===== config.mk =====
export PLATFORM = sky130hd
export DESIGN_NAME = crc16_tx
export DESIGN_NICKNAME = d
export VERILOG_FILES = /design/src/rtl/crc16_tx.sv
export SDC_FILE = /design/constraint.sdc
export NUM_CORES = 1
export LEC_CHECK = 0
export ABC_AREA = 1
export CAP_MARGIN = 20
export CORE_MARGIN = 2
export CORE_UTILIZATION = 52
export DETAILED_ROUTE_END_ITERATION = 16
export PLACE_DENSITY = 0.83
export SYNTH_ARGS = -nofsm -noshare
export SYNTH_HDL_FRONTEND = slang
export SYNTH_SLANG_ARGS = --single-unit

===== constraint.sdc =====
create_clock -name crcinclk -period 3 [get_ports crcinclk]
set_input_delay 0.6 -clock crcinclk [delete_from_list [all_inputs] [get_ports crcinclk]]
set_output_delay 0.6 -clock crcinclk [all_outputs]
set_load 0.005 [all_outputs]

===== src/rtl/crc16_tx.sv =====
// Transmit-side EPC Gen2 CRC-16 (x^16+x^12+x^5+1): passes reply bits through while
// accumulating the CRC, then shifts the complemented CRC out MSB first on request.
//
// state   | meaning
// --------+---------------------------------------------------------------
// ST_IDLE | pass data bits through and accumulate CRC, or wait
// ST_SEND | shift the 16 CRC bits onto txbit, MSB first
module crc16_tx #(
  parameter logic [15:0] PRESET = 16'hFFFF,
  parameter logic        INVERT = 1'b1
) (
  input  logic        crcinclk,
  input  logic        reset,
  input  logic        crcclear,
  input  logic        databit,
  input  logic        dataen,
  input  logic        crcsend,
  output logic        txbit,
  output logic        txvalid,
  output logic        crcbusy,
  output logic        crcdone,
  output logic [15:0] crc
);

  localparam logic [0:0] ST_IDLE = 1'b0;
  localparam logic [0:0] ST_SEND = 1'b1;

  logic [0:0]  state_q, state_d;
  logic [3:0]  cnt_q, cnt_d;
  logic [15:0] crc_q, crc_d;
  logic        txbit_q, txbit_d;
  logic        txvalid_q, txvalid_d;
  logic        crcbusy_q, crcbusy_d;
  logic        crcdone_q, crcdone_d;

  logic        fb;
  logic [15:0] crc_upd;
  logic [15:0] crc_shift;

  always_comb begin
    fb          = databit ^ crc_q[15];
    crc_upd     = {crc_q[14:0], fb};
    crc_upd[5]  = crc_q[4] ^ fb;
    crc_upd[12] = crc_q[11] ^ fb;
    // Shifting ones in leaves the register at all-ones after the 16th bit.
    crc_shift   = {crc_q[14:0], 1'b1};
  end

  always_comb begin
    state_d   = state_q;
    cnt_d     = cnt_q;
    crc_d     = crc_q;
    txbit_d   = txbit_q;
    txvalid_d = txvalid_q;
    crcbusy_d = crcbusy_q;
    crcdone_d = 1'b0;
    if (crcclear) begin
      state_d   = ST_IDLE;
      cnt_d     = 4'd0;
      crc_d     = PRESET;
      txbit_d   = 1'b0;
      txvalid_d = 1'b0;
      crcbusy_d = 1'b0;
    end else begin
      case (state_q)
        ST_IDLE: begin
          crcbusy_d = 1'b0;
          if (crcsend) begin
            state_d   = ST_SEND;
            cnt_d     = 4'd0;
            txbit_d   = crc_q[15] ^ INVERT;
            txvalid_d = 1'b1;
            crcbusy_d = 1'b1;
            crc_d     = crc_shift;
          end else if (dataen) begin
            crc_d     = crc_upd;
            txbit_d   = databit;
            txvalid_d = 1'b1;
          end else begin
            txbit_d   = 1'b0;
            txvalid_d = 1'b0;
          end
        end
        ST_SEND: begin
          txbit_d   = crc_q[15] ^ INVERT;
          txvalid_d = 1'b1;
          crcbusy_d = 1'b1;
          crc_d     = crc_shift;
          cnt_d     = cnt_q + 4'd1;
          // Leave SEND as the last bit is driven so the crcdone cycle can start a new frame.
          if (cnt_q == 4'd14) begin
            crcdone_d = 1'b1;
            state_d   = ST_IDLE;
          end
        end
        default: state_d = ST_IDLE;
      endcase
    end
  end

  always_ff @(posedge crcinclk or posedge reset) begin
    if (reset) begin
      state_q   <= ST_IDLE;
      cnt_q     <= 4'd0;
      crc_q     <= PRESET;
      txbit_q   <= 1'b0;
      txvalid_q <= 1'b0;
      crcbusy_q <= 1'b0;
      crcdone_q <= 1'b0;
    end else begin
      state_q   <= state_d;
      cnt_q     <= cnt_d;
      crc_q     <= crc_d;
      txbit_q   <= txbit_d;
      txvalid_q <= txvalid_d;
      crcbusy_q <= crcbusy_d;
      crcdone_q <= crcdone_d;
    end
  end

  assign txbit   = txbit_q;
  assign txvalid = txvalid_q;
  assign crcbusy = crcbusy_q;
  assign crcdone = crcdone_q;
  assign crc     = crc_q;

endmodule


* Word level (Yosys, flattened, before mapping)
Index checks and enable logic that the tools add are counted.
Storage, ports and cells: bits in registers 25, input port bits 6, output and inout bits 20, word-level logic and storage cells 40
Cells by class: $add $sub $neg 1, eq/ne operators 3, mux-type cells 24, bitwise gates (word level) 5
Operator list (number):
- 16-bit two-way mux | 3
- 16-bit case mux with 2 select lines | 1
- 1-bit two-way mux | 13
- 4-bit two-way mux | 2
- 1-bit case mux with 2 select lines | 4
- 4-bit case mux with 2 select lines | 1
- 4-bit by 1-bit adder with 4-bit output, second input constant | 1
- 4-bit == test, second input constant | 1
- 4-bit != test, second input constant | 1
- 3-bit != test, second input constant | 1
- 1-bit XOR | 3
- 1-bit inverter | 2

* Longest topological paths before layout
depth in word-level cells 6, depth in mapped cells 7, depth with buffers taken out 7

* Worst setup path before layout
No wires, ideal clock.
path kind in2reg, start input port crcsend, end register crc_q[10], in the netlist crc[10], library setup time 0.084 ns, arrival 1.172 ns, data required time 2.916 ns, slack 1.744 ns, cell stages on the path 5, buffers on the path 1, cell sequence nor2_8 > nand2_4 > nor2_4 > buf_8 > a22oi_1
On the way: longest elaborated chain between the ends 3, elaborated cells on any way between the ends 4, classes of those cells eq/ne: 1; mux: 3
RTL lines:
- start, declared | RTL line 17 | input logic crcsend,
- 16-bit two-way mux | RTL line 68 | if (crcsend) begin
- 16-bit case mux with 2 select lines | RTL line 65 | case (state_q)
- 16-bit two-way mux | RTL line 57 | if (crcclear) begin
- end signal, assigned | RTL line 113 | crc_q <= crc_d;
- end, declared | RTL line 30 | logic [15:0] crc_q, crc_d;
Several ways; a longest one is shown, not always the timed one. A chain may end at the register's enable or synchronous reset.

* Final worst setup path
start register crc_q[15], in the netlist crc[15], end output port crc[15]
RTL lines:
- end, declared | RTL line 22 | output logic [15:0] crc
No word-level cell between the ends.

==> impl_metrics.ini <==
[setup_path]
crit_family = flip-flops
cp.required_ps = 2400
path_class = reg -> out
timing.rr.end = crc[12]
cp.arrival_ps = 1390
end_kind = primary output
cp_slowest_cell = dfstp_2
reg2reg_slack_ps = 1670
critPathMaxStageDelay_ps = 580
path_buf_inv = 1
rr_worst_depth = 6
path_cells = clkdlybuf4s50_1
r2r_start = state_q
path_max_fanout = 4
startpoint_type = flip-flop

[sta]
worst_pin_slew_ps = 887
hold_viol = 0
final-max-slew-violation-count = 0
finalSetupTns_ps = 0
rsz0062_at_grt = false
period_minus_slack_ps = 1990
relSlewSlack = 0.408
skew_ps = 2.54
hold_slack_ps = 497
timing.final.crit_share = 0.662
setup_violations = 0
fmax_mhz = 504

[final_layout]
antenna_cells = 0
area_delta_synth_final_pct = 25.4
fillCellCount = 159
nNetsFinal = 141
drive_gt1_frac = 0.189

[global_route]
first_global_vias = 773
grt_usage = 0.168
grt_max_degree = 26
grt.overflow.total = 0
antenna_found_initial = 0
grt_pass1_wl_um = 3320

[synth]
yosys_warnings = 0
netlist_top_cells_area = dfstp_2, dfrtp_1, a22oi_1
ys_types = 22
yosysSeqAreaShare = 0.577
netlist_instances = 105
syn_area_um2 = 1120
synth_top_cell_by_area = dfstp_2
syn_area_per_cell_um2 = 10.7
synth_top_area_share = 0.376
syn-num-nets = 113
ys_seq_elements = 25

[drt]
wl_per_cell_um = 12.0
via_per_inst = 5.13
num_vias = 815
ant_nets = 0
dr.first_iter.drc_count = 16
dr.pass1.iters = 4
post-route-drc-count = 0
wirelength_um = 1910

[power_and_ir_drop]
peakVddDrop_mv = 0.398
leakage_uw = 0.000720
power.density_nw_per_um2 = 395

[placement]
gp_congestion = 0.778
portBuffers = 25
hpwl_um = 1420

[die]
row_count = 16
die_w_um = 50.4
die_h_um = 50.4
initial_core_util = 0.559
io_pins = 26
coreArea_um2 = 2000
dieArea_um2 = 2540

[clock_network]
cts_hold_buffers = 0
cts.sinks = 25
clockRootBuffer = clkbuf_4
cts_buffers = 3
post_cts_buffers = 0
cts.htree.levels = 1
cts_tree = built
path_clk_slew_ps = 120
insertion_delay_ps = 300
cts.path.max_buffers = 2
cts_resized = 0

[min_path]
min_from = crc[5]
holdPathEnd = crc[6]
hp-class = reg -> reg
min_delay_path_depth = 2

[run]
maxCapViolations = 0

[run_status]
outcome = complete, no violations
registers in the layout, summed over array words and instances, names as in the netlist:
register  cells
cnt_q         4
crc          16
crcbusy       1
crcdone       1
state_q       1
txbit         1
txvalid       1
kinds of logic after synthesis:
kind of cell	share of synthesized area
AOI/OAI and AO/OA	0.139
xor gates and xnor gates	0.0157
adders and majority gates	0.0224
buffers and inverters	0.107
DFF	0.577
and+or+nand+nor	0.139
per-layer routing:
layer | GRT usage | up-vias | routed length (um)
met1 | 0.224 | 399 | 912
li1 | - | 396 | -
met3 | 0.0298 | 2 | 60
met5 | 0 | - | 0
met2 | 0.281 | 18 | 922
met4 | 0.0541 | 0 | 15
area by class of cell:
cell class	count	area [um2]	share of cell area
Tap cell	27	33.8	0.0241
Multi-Input combinational cell	53	353	0.252
Timing Repair Buffer	25	250	0.178
Sequential cell	25	646	0.460
Clock buffer	4	26.3	0.0187
Inverter	25	93.8	0.0669
cell usage after synthesis:
| cell | count |
|---|---|
| nor2_1 | 2 |
| buf_6 | 1 |
| a22oi_1 | 12 |
| a21oi_4 | 1 |
| nand3_1 | 9 |
| a21oi_1 | 1 |
| inv_2 | 1 |
| a22oi_2 | 1 |
| inv_1 | 24 |
| xor2_1 | 1 |
| dfrtp_1 | 9 |
| xnor2_1 | 1 |
| o22ai_1 | 1 |
| dfstp_2 | 16 |
| nand2_4 | 1 |
| ha_1 | 2 |
| buf_8 | 1 |
| nand4_1 | 3 |
| o21ai_0 | 5 |
| nand2_1 | 11 |
| nor2_8 | 1 |
| nor2_4 | 1 |
worst max-delay path by stage:
stage	start	to	depth (start not counted)
floorplan	crcsend	crc[10]	5
global placement	dataen	crc[12]	6
detailed placement	crcsend	crc[5]	7
CTS	crc[15]	crc[15]	1
global route	crc[15]	crc[15]	1
finish	crc[15]	crc[15]	1
stage by stage:
stage	util	worst slack (ps)	cells	cell area (um2)	total power [uW]
global route	0.701	944	159	1400	582
CTS	0.701	1010	159	1400	558
floorplan	-	1740	105	1120	394
global placement	0.688	1010	155	1380	417
finish	0.701	1010	159	1400	554
detailed placement	0.688	989	155	1380	419
power by group:
group | total, uW | internal [uW] | switching (uW) | leakage, uW
logic | 57.9 | 24.2 | 33.7 | 0.000416
registers | 355 | 349 | 6.45 | 0.000288
clock network | 141 | 51.8 | 89.4 | 0.0000150
total | 554 | 425 | 129 | 0.000720
placed cells by master (no fill, tap or decap):
cell,instances
o21ai_0,5
nand3_1,9
clkbuf_1,1
nor2_1,2
inv_1,24
o22ai_1,1
clkbuf_4,3
xor2_1,1
inv_2,1
a21oi_4,1
a22oi_2,1
a22oi_1,12
nand2_1,11
ha_1,2
xnor2_1,1
nor2_4,1
nand2_4,1
a21oi_1,1
clkdlybuf4s50_1,25
dfrtp_1,9
nand4_1,3
nor2_8,1
dfstp_2,16
No activity file was read; power rests on OpenSTA's default activity.
